File: config.mk
export PLATFORM = sky130hd
export DESIGN_NAME = multicycle_main_control
export DESIGN_NICKNAME = d
export VERILOG_FILES = /design/src/rtl/multicycle_main_control.sv
export SDC_FILE = /design/constraint.sdc
export NUM_CORES = 1
export LEC_CHECK = 0
export ABC_CLOCK_PERIOD_IN_PS = 1700
export CAP_MARGIN = 30
export CORE_UTILIZATION = 30
export CTS_BUF_LIST = sky130_fd_sc_hd__clkbuf_16
export CTS_CLUSTER_DIAMETER = 60
export DETAILED_ROUTE_END_ITERATION = 8
export GPL_TIMING_DRIVEN = 0
export PLACE_DENSITY_LB_ADDON = 0.3
export SKIP_LAST_GASP = 1
export SLEW_MARGIN = 20
export SYNTH_ARGS = -nofsm -noshare
export SYNTH_HDL_FRONTEND = slang
export SYNTH_SLANG_ARGS = --single-unit
File: constraint.sdc
create_clock -name clk -period 1.7 [get_ports clk]
set_input_delay 0.255 -clock clk [delete_from_list [all_inputs] [get_ports clk]]
set_output_delay 0.255 -clock clk [all_outputs]
set_load 0.01 [all_outputs]
File: src/rtl/multicycle_main_control.sv
// -----------------------------------------------------------------------------
// multicycle_main_control
//
// Main control FSM for a multicycle MIPS-style datapath. It steps each
// instruction through FETCH / DECODE / EXECUTE / MEMORY / WRITEBACK phases
// chosen by the opcode. It stalls on memory through a mem_ready handshake and
// drives every datapath mux select and write strobe.
//
// Parameters
//   USE_MEM_READY  1: FETCH/MEMRD/MEMWR wait for mem_ready
//                  0: mem_ready is ignored and treated as always 1
//
// Ports
//   clk            rising-edge clock
//   reset          synchronous, active-high reset (returns to FETCH)
//   opcode[5:0]    instr[31:26] from IR, looked at in DECODE and MEMADR only
//   mem_ready      memory access completes this cycle
//   pc_write       unconditional PC write
//   pc_write_cond  PC write qualified by ALU zero (beq)
//   i_or_d         memory address select: 0 PC, 1 ALUOut
//   mem_read       memory read request
//   mem_write      memory write request
//   ir_write       load instruction register
//   mem_to_reg     writeback data select: 1 MDR, 0 ALUOut
//   reg_dst        destination register select: 1 rd, 0 rt
//   reg_write      register file write
//   alu_src_a      ALU A select: 0 PC, 1 rs
//   alu_src_b[1:0] ALU B select: 00 rt, 01 4, 10 sext imm, 11 sext imm<<2
//   alu_op[1:0]    00 add, 01 sub, 10 decode funct
//   pc_source[1:0] 00 ALU result, 01 ALUOut, 10 jump target
//   state[3:0]     current state code (debug)
//   instr_done     one-cycle pulse in the last state of each legal instruction
//   illegal_op     high in DECODE when the opcode is not supported
// -----------------------------------------------------------------------------
module multicycle_main_control #(
  parameter int unsigned USE_MEM_READY = 1
) (
  input  logic       clk,
  input  logic       reset,
  input  logic [5:0] opcode,
  input  logic       mem_ready,
  output logic       pc_write,
  output logic       pc_write_cond,
  output logic       i_or_d,
  output logic       mem_read,
  output logic       mem_write,
  output logic       ir_write,
  output logic       mem_to_reg,
  output logic       reg_dst,
  output logic       reg_write,
  output logic       alu_src_a,
  output logic [1:0] alu_src_b,
  output logic [1:0] alu_op,
  output logic [1:0] pc_source,
  output logic [3:0] state,
  output logic       instr_done,
  output logic       illegal_op
);

  localparam logic [5:0] OP_RTYPE = 6'b000000;
  localparam logic [5:0] OP_LW    = 6'b100011;
  localparam logic [5:0] OP_SW    = 6'b101011;
  localparam logic [5:0] OP_BEQ   = 6'b000100;
  localparam logic [5:0] OP_J     = 6'b000010;
  localparam logic [5:0] OP_ADDI  = 6'b001000;

  typedef enum logic [3:0] {
    S_FETCH  = 4'd0,
    S_DECODE = 4'd1,
    S_MEMADR = 4'd2,
    S_MEMRD  = 4'd3,
    S_MEMWB  = 4'd4,
    S_MEMWR  = 4'd5,
    S_EXEC   = 4'd6,
    S_ALUWB  = 4'd7,
    S_BRANCH = 4'd8,
    S_JUMP   = 4'd9,
    S_ADDIEX = 4'd10,
    S_ADDIWB = 4'd11
  } state_t;

  state_t state_q, state_d;

  // Effective handshake: with the handshake disabled every wait state
  // completes in a single cycle.
  logic mem_ok;
  assign mem_ok = (USE_MEM_READY != 0) ? mem_ready : 1'b1;

  always_ff @(posedge clk) begin
    if (reset) begin
      state_q <= S_FETCH;
    end else begin
      state_q <= state_d;
    end
  end

  assign state = state_q;

  always_comb begin
    state_d       = S_FETCH;
    pc_write      = 1'b0;
    pc_write_cond = 1'b0;
    i_or_d        = 1'b0;
    mem_read      = 1'b0;
    mem_write     = 1'b0;
    ir_write      = 1'b0;
    mem_to_reg    = 1'b0;
    reg_dst       = 1'b0;
    reg_write     = 1'b0;
    alu_src_a     = 1'b0;
    alu_src_b     = 2'b00;
    alu_op        = 2'b00;
    pc_source     = 2'b00;
    instr_done    = 1'b0;
    illegal_op    = 1'b0;

    case (state_q)
      S_FETCH: begin
        mem_read  = 1'b1;
        alu_src_b = 2'b01;
        // IR load and PC+4 commit only on the cycle the fetch completes.
        ir_write  = mem_ok;
        pc_write  = mem_ok;
        state_d   = mem_ok ? S_DECODE : S_FETCH;
      end
      S_DECODE: begin
        // Branch target is precomputed here into ALUOut.
        alu_src_b = 2'b11;
        case (opcode)
          OP_RTYPE:      state_d = S_EXEC;
          OP_LW, OP_SW:  state_d = S_MEMADR;
          OP_BEQ:        state_d = S_BRANCH;
          OP_J:          state_d = S_JUMP;
          OP_ADDI:       state_d = S_ADDIEX;
          default: begin
            illegal_op = 1'b1;
            state_d    = S_FETCH;
          end
        endcase
      end
      S_MEMADR: begin
        alu_src_a = 1'b1;
        alu_src_b = 2'b10;
        state_d   = (opcode == OP_LW) ? S_MEMRD : S_MEMWR;
      end
      S_MEMRD: begin
        mem_read = 1'b1;
        i_or_d   = 1'b1;
        state_d  = mem_ok ? S_MEMWB : S_MEMRD;
      end
      S_MEMWB: begin
        reg_write  = 1'b1;
        mem_to_reg = 1'b1;
        instr_done = 1'b1;
        state_d    = S_FETCH;
      end
      S_MEMWR: begin
        // mem_write stays asserted for the whole stall.
        mem_write  = 1'b1;
        i_or_d     = 1'b1;
        instr_done = mem_ok;
        state_d    = mem_ok ? S_FETCH : S_MEMWR;
      end
      S_EXEC: begin
        alu_src_a = 1'b1;
        alu_op    = 2'b10;
        state_d   = S_ALUWB;
      end
      S_ALUWB: begin
        reg_write  = 1'b1;
        reg_dst    = 1'b1;
        instr_done = 1'b1;
        state_d    = S_FETCH;
      end
      S_BRANCH: begin
        alu_src_a     = 1'b1;
        alu_op        = 2'b01;
        pc_write_cond = 1'b1;
        pc_source     = 2'b01;
        instr_done    = 1'b1;
        state_d       = S_FETCH;
      end
      S_JUMP: begin
        pc_write   = 1'b1;
        pc_source  = 2'b10;
        instr_done = 1'b1;
        state_d    = S_FETCH;
      end
      S_ADDIEX: begin
        alu_src_a = 1'b1;
        alu_src_b = 2'b10;
        state_d   = S_ADDIWB;
      end
      S_ADDIWB: begin
        reg_write  = 1'b1;
        instr_done = 1'b1;
        state_d    = S_FETCH;
      end
      default: begin
        // Unused codes 12-15 recover to FETCH with all strobes low.
        state_d = S_FETCH;
      end
    endcase
  end

endmodule

== Word-level counts from Yosys, hierarchy flattened ==
Cells that the tools add are included.
W data, S select, Z words.

* Reduce and logical (&&, ||, !) cells: 10
* Bitwise gates (word level): 0
* Shifts and indexed selects: 0
* $lt $le $gt $ge: 0
* Equal/unequal tests: 16
* Divide/modulo/power cells: 0
* Muxes and demuxes: 22
* Multipliers: 0
* Add/subtract/negate cells: 0

{| class="wikitable"
|+ Operator list
! cell !! number
|-
| $pmux W4 S7 || 1
|-
| $pmux W4 S5 || 1
|-
| $eq A4 B3 Y1 const B || 4
|-
| $eq A4 B4 Y1 const B || 4
|-
| $eq A6 B6 Y1 const B || 2
|-
| $mux W1 || 12
|-
| $mux W3 || 3
|-
| $eq A4 B2 Y1 const B || 2
|-
| $pmux W2 S2 || 2
|-
| $reduce_or A2 Y1 || 4
|-
| $eq A6 B2 Y1 const B || 1
|-
| $eq A6 B3 Y1 const B || 1
|-
| $eq A6 B4 Y1 const B || 1
|-
| $logic_not A6 Y1 || 1
|-
| $pmux W2 S3 || 1
|-
| $reduce_or A6 Y1 || 1
|-
| $reduce_or A5 Y1 || 1
|-
| $eq A4 B1 Y1 const B || 1
|-
| $logic_not A4 Y1 || 1
|-
| $pmux W1 S2 || 2
|-
| $reduce_or A4 Y1 || 1
|-
| $reduce_or A3 Y1 || 1
|}

* Memory bits (writable): 0
* Bits in registers: 4
* Latch bits: 0
* Memories kept: 0
* Logic and storage cells: 49
* Output and inout port bits: 22
* Memory bits (read-only): 0

== Logic depth before layout (Yosys ltp) ==
Gate-level depths: netlist (run 1).

* Depth in word-level cells: 4
* Gate-level depth with buffers: 6
* Mapped depth without buffers: 4

== Worst setup path after synthesis (run 1) ==
No wires, ideal clock.

* Path type: flip-flop to output port
* Start point: reg state_q[3] (netlist: state[3])
* End point: out pc_write
* Buffers on the path: 2
* Slack: 0.047 ns
* Arrival: 1.398 ns
* Data required time: 1.445 ns
* Stages on the path, launching flop included: 6
* Path through: dfxtp_1 buf_2 or2_1 buf_2 nor4b_2 or2_1

* Longest elaborated chain between the ends: 2

{| class="wikitable"
|+ RTL lines
! element !! RTL line !! text
|-
| from (decl) || 82 || <nowiki>state_t state_q, state_d;</nowiki>
|-
| from (signal assigned) || 93 || <nowiki>state_q <= state_d;</nowiki>
|-
| $eq A4 B4 Y1 / $logic_not A4 Y1 (equally long branches) || 117 || <nowiki>case (state_q)</nowiki>
|-
| $pmux W1 S2 (*) || 117 ||
|-
| to (decl) || 42 || <nowiki>output logic pc_write,</nowiki>
|}

Every way passes the cells marked *; elsewhere a longest branch is shown, timed or not.

== Worst setup path in the final report (run 1) ==
* Start point: reg state_q[1] (netlist: state[1])
* End point: out instr_done

* Longest elaborated chain between the ends: 3

{| class="wikitable"
|+ RTL lines
! element !! RTL line !! text
|-
| $eq A4 B4 Y1 / $eq A4 B3 Y1 (equally long branches) || 117 ||
|-
| $reduce_or A5 Y1 (no source line) || -- ||
|-
| $pmux W1 S2 (*) || 117 ||
|-
| to (decl) || 56 || <nowiki>output logic instr_done,</nowiki>
|}

Marked as above.

==> results of run 1 <==
## what timing repair did
item / CTS / global route
endpoints found under the hold margin: 0 / 0
hold buffers: 0 / 0
setup endpoints to repair: 18 / 9
pin swaps: 3 / 6
resized for setup: 55 / 19
buffers inserted: 6 / 9
## cell type report
class / instances / area, um^2 / share of cell area
multi-input cells: 65 / 472 / 0.426
inverters: 2 / 7.51 / 0.00678
flip-flops and latches: 4 / 92.6 / 0.0836
plain buffers: 6 / 66.3 / 0.0599
repair buffers: 45 / 364 / 0.329
clock buffers: 3 / 75.1 / 0.0678
well taps: 24 / 30.0 / 0.0271
## cell usage in the layout (no fill, tap or decap), drive strengths merged, types with 2 or more instances in the layout
master	instances
o21bai	2
nand2b	2
nor3	9
nand2	5
xor2	2
clkdlybuf4s50	5
a21oi	7
nor2	11
inv	2
or2	3
o21ai	4
nor4	3
dfxtp	4
a2bb2oi	2
and3	3
clkbuf	8
dlygate4sd2	16
clkdlybuf4s15	3
buf	22
## cells in the mapped netlist
cell type | instances | share of area
a211oi_1 | 1 | 0.014
a21o_1 | 1 | 0.014
a21oi_1 | 6 | 0.056
a21oi_2 | 1 | 0.016
a22oi_1 | 1 | 0.014
a2bb2oi_1 | 1 | 0.016
a2bb2oi_2 | 1 | 0.028
and3_1 | 3 | 0.035
and3b_1 | 1 | 0.016
buf_2 | 4 | 0.037
buf_4 | 1 | 0.014
buf_6 | 1 | 0.021
clkbuf_1 | 1 | 0.0070
dfxtp_1 | 4 | 0.15
inv_1 | 1 | 0.0070
inv_2 | 1 | 0.0070
nand2_1 | 5 | 0.035
nand2b_1 | 2 | 0.023
nand3b_1 | 1 | 0.014
nor2_1 | 11 | 0.077
nor3_1 | 8 | 0.075
nor3_2 | 1 | 0.019
nor3b_1 | 1 | 0.014
nor4_1 | 2 | 0.023
nor4_2 | 1 | 0.023
nor4b_2 | 1 | 0.028
o211ai_1 | 1 | 0.014
o21ai_0 | 3 | 0.028
o21ai_1 | 1 | 0.0093
o21bai_1 | 2 | 0.028
o22ai_1 | 1 | 0.012
o311ai_1 | 1 | 0.016
o31ai_1 | 1 | 0.014
or2_1 | 3 | 0.035
or4b_4 | 1 | 0.026
xor2_1 | 2 | 0.033
## power groups by stage
stage | Combinational (W) | Sequential [W] | Clock (W)
finish | 0.000122 | 0.0000971 | 0.000361
global route | 0.000130 | 0.0000975 | 0.000377
CTS | 0.000112 | 0.0000978 | 0.000369
detailed placement | 0.000108 | 0.000101 | 0
global placement | 0.000107 | 0.000100 | 0
floorplan | 0.0000483 | 0.000101 | 0
## worst max path at each step
stage | end | slack, ns | from | cells after the start
after floorplan | pc_write | 0.05 | state[3] | 5
after global placement | illegal_op | -0.54 | opcode[0] | 6
after detailed placement | illegal_op | -0.57 | opcode[2] | 6
after CTS | pc_write | -0.17 | state[3] | 5
after global routing | instr_done | -0.05 | state[1] | 6
final | instr_done | 0.004 | state[1] | 6
## layer usage
| layer | track usage | vias to the layer above | wire [um] |
|---|---|---|---|
| met3 | 0.0531 | 4 | 172 |
| met5 | 0 | - | 0 |
| li1 | - | 380 | - |
| met4 | 0.127 | 0 | 40 |
| met1 | 0.289 | 385 | 876 |
| met2 | 0.356 | 42 | 1110 |
## metrics by stage
stage               utilization  std cells  setup TNS (ns)
floorplan                     -         78               0
global placement          0.543        132           -2.26
detailed placement        0.543        132           -2.45
CTS                       0.651        140          -0.356
global route              0.695        149          -0.103
finish                    0.695        149               0
## critical path: cells and delay by family (launching register included)
| kind | cells | cell delay (ns) |
|---|---|---|
| and+or+nand+nor | 3 | 0.44 |
| DFF | 1 | 0.36 |
| buffers and inverters | 2 | 0.36 |
| AOI/OAI and AO/OA | 1 | 0.06 |
## cell families (layout without fill, tap and decap cells)
kind of cell | count (synthesis) | count (layout) | synth area share
AND/OR/NAND/NOR | 41 | 41 | 0.444
XOR/XNOR | 2 | 2 | 0.0327
AO/OA/AOI/OAI | 22 | 22 | 0.280
buffers and inverters | 9 | 56 | 0.0934
flip-flops | 4 | 4 | 0.150
==> flow_results.xml, run 1 <==
<?xml version="1.0" encoding="UTF-8"?>
<metrics>
  <group name="status">
    <metric name="run_status" unit="">finished, violations left</metric>
    <metric name="violations" unit="">design-rule violations</metric>
  </group>
  <group name="pwr">
    <metric name="combPwrFrac" unit="">0.210</metric>
    <metric name="netSwitchingPower" unit="W">0.000126</metric>
    <metric name="power.total" unit="W">0.000580</metric>
    <metric name="clock_power_share" unit="">0.622</metric>
    <metric name="swShare" unit="">0.217</metric>
    <metric name="intPower" unit="W">0.000454</metric>
    <metric name="power.density" unit="nW/um^2">523</metric>
    <metric name="vdd_drop_max" unit="mV">0.635</metric>
    <metric name="power.sequential.fraction" unit="">0.167</metric>
    <metric name="cellLeakagePower" unit="nW">0.517</metric>
  </group>
  <group name="synth">
    <metric name="synth_nets" unit="">87</metric>
    <metric name="synthesis.yosys.warnings" unit="">0</metric>
    <metric name="synth_seq_area_share" unit="">0.150</metric>
    <metric name="syn_area_per_cell" unit="um^2">6.87</metric>
    <metric name="synthDistinctLibCells" unit="">36</metric>
    <metric name="synth_area" unit="um^2">536</metric>
    <metric name="post_synthesis_sequential_element_count" unit="">4</metric>
    <metric name="synthesis.instances" unit="">78</metric>
  </group>
  <group name="floorplan">
    <metric name="core_region_area" unit="um^2">1590</metric>
    <metric name="floorplan.die.width" unit="um">44.3</metric>
    <metric name="pin_count" unit="">31</metric>
    <metric name="die_h" unit="um">44.3</metric>
    <metric name="design.die.area" unit="um^2">1960</metric>
    <metric name="initial_core_util" unit="">0.336</metric>
    <metric name="core.rowCount" unit="">14</metric>
  </group>
  <group name="cells_and_area">
    <metric name="area_delta_synth_final" unit="%">107</metric>
    <metric name="diode_count" unit="">0</metric>
    <metric name="finish.net_count" unit="">136</metric>
    <metric name="layout-drive-gt1-share" unit="">0.416</metric>
    <metric name="count_of_fill_cells_added_during_filler_insertion" unit="">122</metric>
    <metric name="largest_register_ff_count" unit="">4</metric>
    <metric name="post-route-cell-area" unit="um^2">1110</metric>
  </group>
  <group name="setup_path">
    <metric name="critical_path.reg2reg.endpoint" unit="">state[1]</metric>
    <metric name="arrival" unit="ns">1.44</metric>
    <metric name="worst-endpoint-required" unit="ns">1.44</metric>
    <metric name="timing.rr.start" unit="">state[3]</metric>
    <metric name="critical_path.slowest_cell" unit="">dfxtp_4</metric>
    <metric name="crit_path_max_incr_delay" unit="ns">0.36</metric>
    <metric name="crit_path_end_kind" unit="">output pin</metric>
    <metric name="cp-start-kind" unit="">flop</metric>
    <metric name="crit_fanout" unit="">6</metric>
    <metric name="critical_path_cell_by_cell" unit="">nand2b_1 &gt; buf_6 &gt; nor2_4 &gt; o21ai_1 &gt; and3_1 &gt; clkdlybuf4s15_2</metric>
    <metric name="reg2reg_setup_slack" unit="ns">0.26</metric>
    <metric name="ff2ff_path_depth" unit="">5</metric>
    <metric name="path_class" unit="">reg2out</metric>
  </group>
  <group name="placed_design">
    <metric name="routabilityCongestion" unit="">0.852</metric>
    <metric name="dpl_cell_area" unit="um^2">866</metric>
    <metric name="io_buffers" unit="">30</metric>
    <metric name="place.detailed.hpwl" unit="um">1210</metric>
    <metric name="post-place-ws" unit="ns">-0.572</metric>
  </group>
  <group name="sta">
    <metric name="tightestPinTransition" unit="ns">0.340</metric>
    <metric name="final-max-slew-violation-count" unit="">0</metric>
    <metric name="setup_repair_after_global_routing_missed_its_margin" unit="">yes</metric>
    <metric name="timing.hold.ws" unit="ns">0.537</metric>
    <metric name="clock-skew-final" unit="ns">0.000720</metric>
    <metric name="postLayoutSetupSlackWorst" unit="ns">0.00395</metric>
    <metric name="finalHoldViolCount" unit="">0</metric>
    <metric name="post-route-min-period" unit="ns">1.70</metric>
    <metric name="setup_viol" unit="">0</metric>
    <metric name="final_min_period_over_clock_period" unit="">0.998</metric>
    <metric name="max_freq" unit="MHz">590</metric>
    <metric name="slew_headroom" unit="">0.773</metric>
  </group>
  <group name="detailed_routing">
    <metric name="drcViolationCount" unit="">3</metric>
    <metric name="dr.pass1.iters" unit="">9</metric>
    <metric name="route.vias.total" unit="">811</metric>
    <metric name="routedWlPerCell" unit="um">14.7</metric>
    <metric name="route.final.wire_length" unit="um">2190</metric>
    <metric name="antenna_left" unit="">0</metric>
    <metric name="avgViaCountPerCell" unit="">5.44</metric>
    <metric name="drt_iter0_markers" unit="">28</metric>
  </group>
  <group name="global_routing">
    <metric name="grt_overflow_total" unit="">0</metric>
    <metric name="track_usage" unit="">0.228</metric>
    <metric name="first_global_vias" unit="">729</metric>
    <metric name="first_pass_grt_wire_length" unit="um">3280</metric>
    <metric name="grt_start_max_net_pins" unit="">11</metric>
    <metric name="antenna_violations_before_repair" unit="">0</metric>
  </group>
  <group name="min_path">
    <metric name="worst_hold_path_type" unit="">in2reg</metric>
    <metric name="hold_start" unit="">opcode[0]</metric>
    <metric name="timing.hold.worst_endpoint" unit="">state[0]</metric>
    <metric name="min_delay_path_depth" unit="">4</metric>
  </group>
  <group name="clocking">
    <metric name="tritoncts" unit="">built</metric>
    <metric name="clk-insertion-delay-late" unit="ns">0.22</metric>
    <metric name="clkSlewWorstSetupHoldPaths" unit="ns">0.03</metric>
    <metric name="clock_sinks" unit="">4</metric>
    <metric name="cts-root-to-sink-buffers" unit="">2</metric>
    <metric name="cts_inserted_buffers" unit="">3</metric>
    <metric name="cts_root_buf" unit="">clkbuf_16</metric>
    <metric name="cts-htree-levels" unit="">1</metric>
  </group>
  <group name="flow_run">
    <metric name="cap_violations" unit="">0</metric>
  </group>
</metrics>
Power figures use the tool's default switching activity.
==> inputs of run 2 (changes only) <==
--- a/config.mk
+++ b/config.mk
@@ -7,7 +7,7 @@
 export LEC_CHECK = 0
 export ABC_CLOCK_PERIOD_IN_PS = 1700
 export CAP_MARGIN = 30
-export CORE_UTILIZATION = 30
+export CORE_UTILIZATION = 36
 export CTS_BUF_LIST = sky130_fd_sc_hd__clkbuf_16
 export CTS_CLUSTER_DIAMETER = 60
 export DETAILED_ROUTE_END_ITERATION = 8
==> run 2 against run 1 <==
Against the previous run: utilization up 7.2 points; sequential power barely moved; the run ends with negative setup slack left; critical path type unchanged; design area down 6.6%.
==> flow_results.xml, run 2 (synthesis gave the netlist of run 1 again) <==
<?xml version="1.0" encoding="UTF-8"?>
<metrics>
  <group name="status">
    <metric name="run_status" unit="">finished, violations left</metric>
    <metric name="violations" unit="">negative setup slack</metric>
  </group>
  <group name="pwr">
    <metric name="clock_power_share" unit="">0.629</metric>
    <metric name="vdd_drop_max" unit="mV">0.580</metric>
    <metric name="cellLeakagePower" unit="nW">0.517</metric>
    <metric name="power.sequential.fraction" unit="">0.167</metric>
    <metric name="netSwitchingPower" unit="W">0.000127</metric>
    <metric name="power.density" unit="nW/um^2">560</metric>
    <metric name="swShare" unit="">0.220</metric>
    <metric name="combPwrFrac" unit="">0.205</metric>
    <metric name="intPower" unit="W">0.000453</metric>
  </group>
  <group name="placed_design">
    <metric name="io_buffers" unit="">30</metric>
    <metric name="routabilityCongestion" unit="">0.857</metric>
    <metric name="place.detailed.hpwl" unit="um">1200</metric>
    <metric name="post-place-ws" unit="ns">-0.588</metric>
  </group>
  <group name="cells_and_area">
    <metric name="area_delta_synth_final" unit="%">93.2</metric>
    <metric name="area_of_the_multi_input_gates" unit="um^2">462</metric>
    <metric name="layout.cells.most_common" unit="">dlygate4sd2_1</metric>
    <metric name="layout-drive-gt1-share" unit="">0.390</metric>
    <metric name="seq_cell_area" unit="um^2">92.6</metric>
    <metric name="finish.net_count" unit="">129</metric>
    <metric name="largest_register_ff_count" unit="">4</metric>
    <metric name="count_of_fill_cells_added_during_filler_insertion" unit="">108</metric>
    <metric name="diode_count" unit="">0</metric>
    <metric name="layout_common_cells" unit="">14 x dlygate4sd2_1, 10 x nor2_1, 10 x buf_4, 7 x clkbuf_2</metric>
  </group>
  <group name="sta">
    <metric name="clock-skew-final" unit="ns">0.00543</metric>
    <metric name="final_min_period_over_clock_period" unit="">1.04</metric>
    <metric name="setup_viol" unit="">1</metric>
    <metric name="finalHoldViolCount" unit="">0</metric>
    <metric name="timing.hold.ws" unit="ns">0.492</metric>
    <metric name="final-max-slew-violation-count" unit="">0</metric>
    <metric name="postLayoutSetupSlackWorst" unit="ns">-0.0596</metric>
    <metric name="slew_headroom" unit="">0.749</metric>
    <metric name="post-route-min-period" unit="ns">1.76</metric>
    <metric name="tightestPinTransition" unit="ns">0.376</metric>
    <metric name="setup_repair_after_global_routing_missed_its_margin" unit="">yes</metric>
    <metric name="max_freq" unit="MHz">568</metric>
  </group>
  <group name="global_routing">
    <metric name="antenna_violations_before_repair" unit="">0</metric>
    <metric name="grt_overflow_total" unit="">0</metric>
    <metric name="grt_start_max_net_pins" unit="">12</metric>
    <metric name="first_global_vias" unit="">619</metric>
    <metric name="track_usage" unit="">0.252</metric>
    <metric name="first_pass_grt_wire_length" unit="um">2750</metric>
  </group>
  <group name="clocking">
    <metric name="clk-insertion-delay-late" unit="ns">0.23</metric>
    <metric name="cts_inserted_buffers" unit="">3</metric>
    <metric name="clkSlewWorstSetupHoldPaths" unit="ns">0.03</metric>
    <metric name="cts-htree-levels" unit="">1</metric>
    <metric name="tritoncts" unit="">built</metric>
    <metric name="clock_sinks" unit="">4</metric>
    <metric name="cts-root-to-sink-buffers" unit="">2</metric>
    <metric name="cts_root_buf" unit="">clkbuf_16</metric>
  </group>
  <group name="floorplan">
    <metric name="die_h" unit="um">40.6</metric>
    <metric name="floorplan.die.width" unit="um">40.6</metric>
    <metric name="pin_count" unit="">31</metric>
    <metric name="initial_core_util" unit="">0.397</metric>
    <metric name="core_region_area" unit="um^2">1350</metric>
    <metric name="design.die.area" unit="um^2">1650</metric>
    <metric name="core.rowCount" unit="">13</metric>
  </group>
  <group name="detailed_routing">
    <metric name="drt_iter0_markers" unit="">22</metric>
    <metric name="routedWlPerCell" unit="um">14.8</metric>
    <metric name="route.vias.total" unit="">755</metric>
    <metric name="route.final.wire_length" unit="um">1980</metric>
    <metric name="antenna_left" unit="">0</metric>
    <metric name="dr.pass1.iters" unit="">4</metric>
    <metric name="drcViolationCount" unit="">0</metric>
    <metric name="avgViaCountPerCell" unit="">5.68</metric>
  </group>
  <group name="setup_path">
    <metric name="crit_path_end_kind" unit="">output pin</metric>
    <metric name="arrival" unit="ns">1.50</metric>
    <metric name="cp-start-kind" unit="">flop</metric>
    <metric name="crit_fanout" unit="">7</metric>
    <metric name="crit_path_max_incr_delay" unit="ns">0.37</metric>
    <metric name="critical_path_cell_by_cell" unit="">or2_4 &gt; nor4b_4 &gt; or2_1 &gt; clkdlybuf4s15_2</metric>
    <metric name="critical_path.slowest_cell" unit="">dfxtp_4</metric>
    <metric name="path_class" unit="">reg2out</metric>
    <metric name="worst-endpoint-required" unit="ns">1.44</metric>
  </group>
  <group name="flow_run">
    <metric name="cap_violations" unit="">0</metric>
  </group>
  <group name="min_path">
    <metric name="worst_hold_path_type" unit="">in2reg</metric>
  </group>
</metrics>
run 2: final timing paths:
| kind | from | end | slack, ns | cells past startpoint |
|---|---|---|---|---|
| max | state[2] | pc_write | -0.06 | 4 |
| min | opcode[4] | state[1] | 0.49 | 4 |
| max reg2reg | state[1] | state[1] | 0.40 | 5 |
| min reg2reg | state[3] | state[2] | 0.51 | 1 |
run 2: area by class of cell:
cell class              count  area share
well taps                  15      0.0181
plain buffers               5      0.0532
multi-input cells          65       0.446
flip-flops and latches      4      0.0895
inverters                   2     0.00726
clock buffers               3      0.0726
repair buffers             39       0.313
run 2: power by group through the flow:
stage | Sequential, W | Combinational, W | Clock [W]
after floorplan | 0.000101 | 0.0000483 | 0
after global placement | 0.000100 | 0.000106 | 0
after detailed placement | 0.000100 | 0.000108 | 0
after CTS | 0.0000961 | 0.000111 | 0.000370
after global routing | 0.0000971 | 0.000128 | 0.000389
final | 0.0000968 | 0.000119 | 0.000364
run 2: stage by stage:
step / power [W] / TNS [ns] / util / instances / instance area [um^2]
after floorplan: 0.000149 / 0 / - / 78 / 536
after global placement: 0.000206 / -2.37 / 0.633 / 123 / 855
after detailed placement: 0.000208 / -2.56 / 0.633 / 123 / 855
after CTS: 0.000577 / -0.596 / 0.753 / 132 / 1020
after global routing: 0.000614 / -0.195 / 0.766 / 133 / 1030
final: 0.000580 / -0.0596 / 0.766 / 133 / 1030
run 2: what timing repair did:
item                                   4_1_cts  5_1_grt
pin swaps                                    4        4
hold buffers                                 0        0
endpoints found under the hold margin        0        0
setup endpoints to repair                   18        8
gates resized for setup                     46       22
buffers inserted                             8        1
run 2: critical path, delay by kind of cell, from the launching register on:
kind | cells | cell delay (ns)
buffers and inverters | 1 | 0.22
and+or+nand+nor | 3 | 0.69
DFF | 1 | 0.37
run 2: metal layers:
metal	share of wire	wire, um	track usage
met3	0.065	129	0.0833
met1	0.38	752	0.281
met4	0.015	30	0
met5	0	0	0
met2	0.54	1060	0.480
==> inputs of run 3 (changes only) <==
--- a/config.mk
+++ b/config.mk
@@ -13,6 +13,7 @@
 export DETAILED_ROUTE_END_ITERATION = 8
 export GPL_TIMING_DRIVEN = 0
 export PLACE_DENSITY_LB_ADDON = 0.3
+export REMOVE_ABC_BUFFERS = 1
 export SKIP_LAST_GASP = 1
 export SLEW_MARGIN = 20
 export SYNTH_ARGS = -nofsm -noshare
==> run 3 against run 2 <==
Against the previous run: the flow still finishes with violations (negative setup slack); critical path depth grew 1; utilization grew 1.6 points; setup slack lost 0.081 ns; critical path type unchanged.
==> flow_results.xml, run 3 (synthesis gave the netlist of run 1 again) <==
<?xml version="1.0" encoding="UTF-8"?>
<metrics>
  <group name="sta">
    <metric name="final-max-slew-violation-count" unit="">0</metric>
    <metric name="post-route-min-period" unit="ns">1.84</metric>
    <metric name="max_freq" unit="MHz">543</metric>
    <metric name="finalHoldViolCount" unit="">0</metric>
    <metric name="setup_repair_after_global_routing_missed_its_margin" unit="">yes</metric>
    <metric name="postLayoutSetupSlackWorst" unit="ns">-0.141</metric>
    <metric name="tightestPinTransition" unit="ns">0.362</metric>
    <metric name="clock-skew-final" unit="ns">0.00253</metric>
    <metric name="final_min_period_over_clock_period" unit="">1.08</metric>
    <metric name="setup_viol" unit="">1</metric>
    <metric name="slew_headroom" unit="">0.758</metric>
  </group>
  <group name="setup_path">
    <metric name="critical_path.reg2reg.endpoint" unit="">state[2]</metric>
    <metric name="critPathCapture" unit="">reg_write</metric>
    <metric name="crit_fanout" unit="">9</metric>
    <metric name="worst_setup_path_startpoint" unit="">state[3]</metric>
    <metric name="reg2reg_setup_slack" unit="ns">0.29</metric>
    <metric name="arrival" unit="ns">1.59</metric>
    <metric name="worst-endpoint-required" unit="ns">1.44</metric>
    <metric name="cp-start-kind" unit="">flop</metric>
    <metric name="crit_path_end_kind" unit="">output pin</metric>
    <metric name="timing.rr.start" unit="">state[1]</metric>
    <metric name="ff2ff_path_depth" unit="">6</metric>
    <metric name="path_class" unit="">reg2out</metric>
  </group>
  <group name="status">
    <metric name="run_status" unit="">finished, violations left</metric>
    <metric name="violations" unit="">negative setup slack</metric>
  </group>
  <group name="global_routing">
    <metric name="track_usage" unit="">0.288</metric>
    <metric name="antenna_violations_before_repair" unit="">0</metric>
    <metric name="grt_start_max_net_pins" unit="">10</metric>
    <metric name="grt_overflow_total" unit="">0</metric>
    <metric name="first_pass_grt_wire_length" unit="um">3050</metric>
    <metric name="first_global_vias" unit="">722</metric>
  </group>
  <group name="cells_and_area">
    <metric name="layout.cells.most_common" unit="">buf_4</metric>
    <metric name="diode_count" unit="">0</metric>
    <metric name="layout-drive-gt1-share" unit="">0.407</metric>
    <metric name="area_delta_synth_final" unit="%">97.2</metric>
    <metric name="seq_cell_area" unit="um^2">95.1</metric>
    <metric name="finish.net_count" unit="">134</metric>
    <metric name="area_of_the_multi_input_gates" unit="um^2">457</metric>
    <metric name="largest_register_ff_count" unit="">4</metric>
    <metric name="layout_common_cells" unit="">19 x buf_4, 13 x dlygate4sd2_1, 10 x nor2_1, 7 x nor3_1, 6 x a21oi_1</metric>
    <metric name="count_of_fill_cells_added_during_filler_insertion" unit="">100</metric>
  </group>
  <group name="placed_design">
    <metric name="post-place-ws" unit="ns">-0.598</metric>
    <metric name="routabilityCongestion" unit="">0.814</metric>
    <metric name="io_buffers" unit="">30</metric>
    <metric name="place.detailed.hpwl" unit="um">1090</metric>
  </group>
  <group name="detailed_routing">
    <metric name="antenna_left" unit="">0</metric>
    <metric name="route.vias.total" unit="">819</metric>
    <metric name="drt_iter0_markers" unit="">18</metric>
    <metric name="dr.pass1.iters" unit="">4</metric>
    <metric name="avgViaCountPerCell" unit="">5.93</metric>
    <metric name="drcViolationCount" unit="">0</metric>
    <metric name="route.final.wire_length" unit="um">2090</metric>
    <metric name="routedWlPerCell" unit="um">15.1</metric>
  </group>
  <group name="floorplan">
    <metric name="floorplan.die.width" unit="um">40.6</metric>
    <metric name="core.rowCount" unit="">13</metric>
    <metric name="initial_core_util" unit="">0.397</metric>
    <metric name="die_h" unit="um">40.6</metric>
    <metric name="design.die.area" unit="um^2">1650</metric>
    <metric name="pin_count" unit="">31</metric>
    <metric name="core_region_area" unit="um^2">1350</metric>
  </group>
  <group name="clocking">
    <metric name="cts-htree-levels" unit="">1</metric>
    <metric name="tritoncts" unit="">built</metric>
    <metric name="clock_sinks" unit="">4</metric>
    <metric name="cts_root_buf" unit="">clkbuf_16</metric>
    <metric name="clk-insertion-delay-late" unit="ns">0.23</metric>
    <metric name="cts_inserted_buffers" unit="">3</metric>
    <metric name="clkSlewWorstSetupHoldPaths" unit="ns">0.03</metric>
    <metric name="cts_hold_buffers" unit="">0</metric>
    <metric name="cts-root-to-sink-buffers" unit="">2</metric>
  </group>
  <group name="pwr">
    <metric name="power.total" unit="W">0.000581</metric>
    <metric name="vdd_drop_max" unit="mV">0.475</metric>
    <metric name="power.density" unit="nW/um^2">550</metric>
    <metric name="cellLeakagePower" unit="nW">0.564</metric>
  </group>
  <group name="flow_run">
    <metric name="cap_violations" unit="">0</metric>
  </group>
  <group name="min_path">
    <metric name="worst_hold_path_type" unit="">reg2reg</metric>
  </group>
</metrics>
==> run 3: cell type report <==
cell class / instances / share of cell area
multi-input combinational: 65 / 0.432
inverter: 2 / 0.00711
tap: 15 / 0.0178
clock buffer: 3 / 0.0711
sequential: 4 / 0.0900
timing repair buffer: 49 / 0.382
==> run 3: worst max-delay path: stages, from the launching register on <==
cell             delay (ns)
dfxtp_4                0.40
inv_2                  0.05
nand2_1                0.15
a21oi_1                0.09
or2_1                  0.20
clkdlybuf4s50_1        0.47
==> run 3: repair_timing <==
action | CTS | global route
gates resized for setup | 44 | 25
setup buffers | 19 | 0
endpoints found under the setup margin | 21 | 9
pin swaps | 4 | 5
==> run 3: how the worst min path moves through the flow <==
stage | start | to | slack (ns) | depth (start not counted)
after floorplan | reset | state[3] | 0.33 | 1
after global placement | state[3] | state[2] | 0.65 | 1
after detailed placement | state[3] | state[2] | 0.65 | 1
after CTS | state[3] | state[2] | 0.48 | 1
after global routing | state[3] | state[2] | 0.51 | 1
final | state[3] | state[2] | 0.49 | 1
==> run 3: routing by layer <==
layer  track usage  part of all wire
met5             0                 0
met4         0.117             0.018
met3         0.111             0.080
met2         0.508              0.50
met1         0.300              0.40
==> run 3: through the flow <==
stage | util | cell area, um^2 | setup TNS, ns | std cells | hold slack (ns)
5_1_grt | 0.782 | 1060 | -0.249 | 138 | 0.508
3_3_place_gp | 0.601 | 812 | -3.92 | 116 | 0.646
2_1_floorplan | - | 493 | 0 | 71 | 0.331
3_5_place_dp | 0.601 | 812 | -4.25 | 116 | 0.648
6_report | 0.782 | 1060 | -0.141 | 138 | 0.494
4_1_cts | 0.773 | 1040 | -0.305 | 138 | 0.482
==> run 3: power breakdown <==
| group | total [W] | switching [W] | internal, W | leakage, nW |
|---|---|---|---|---|
| clock network | 0.000369 | 0.0000682 | 0.000301 | 0.0370 |
| logic | 0.000117 | 0.0000597 | 0.0000575 | 0.492 |
| registers | 0.0000952 | 0.00000356 | 0.0000917 | 0.0355 |
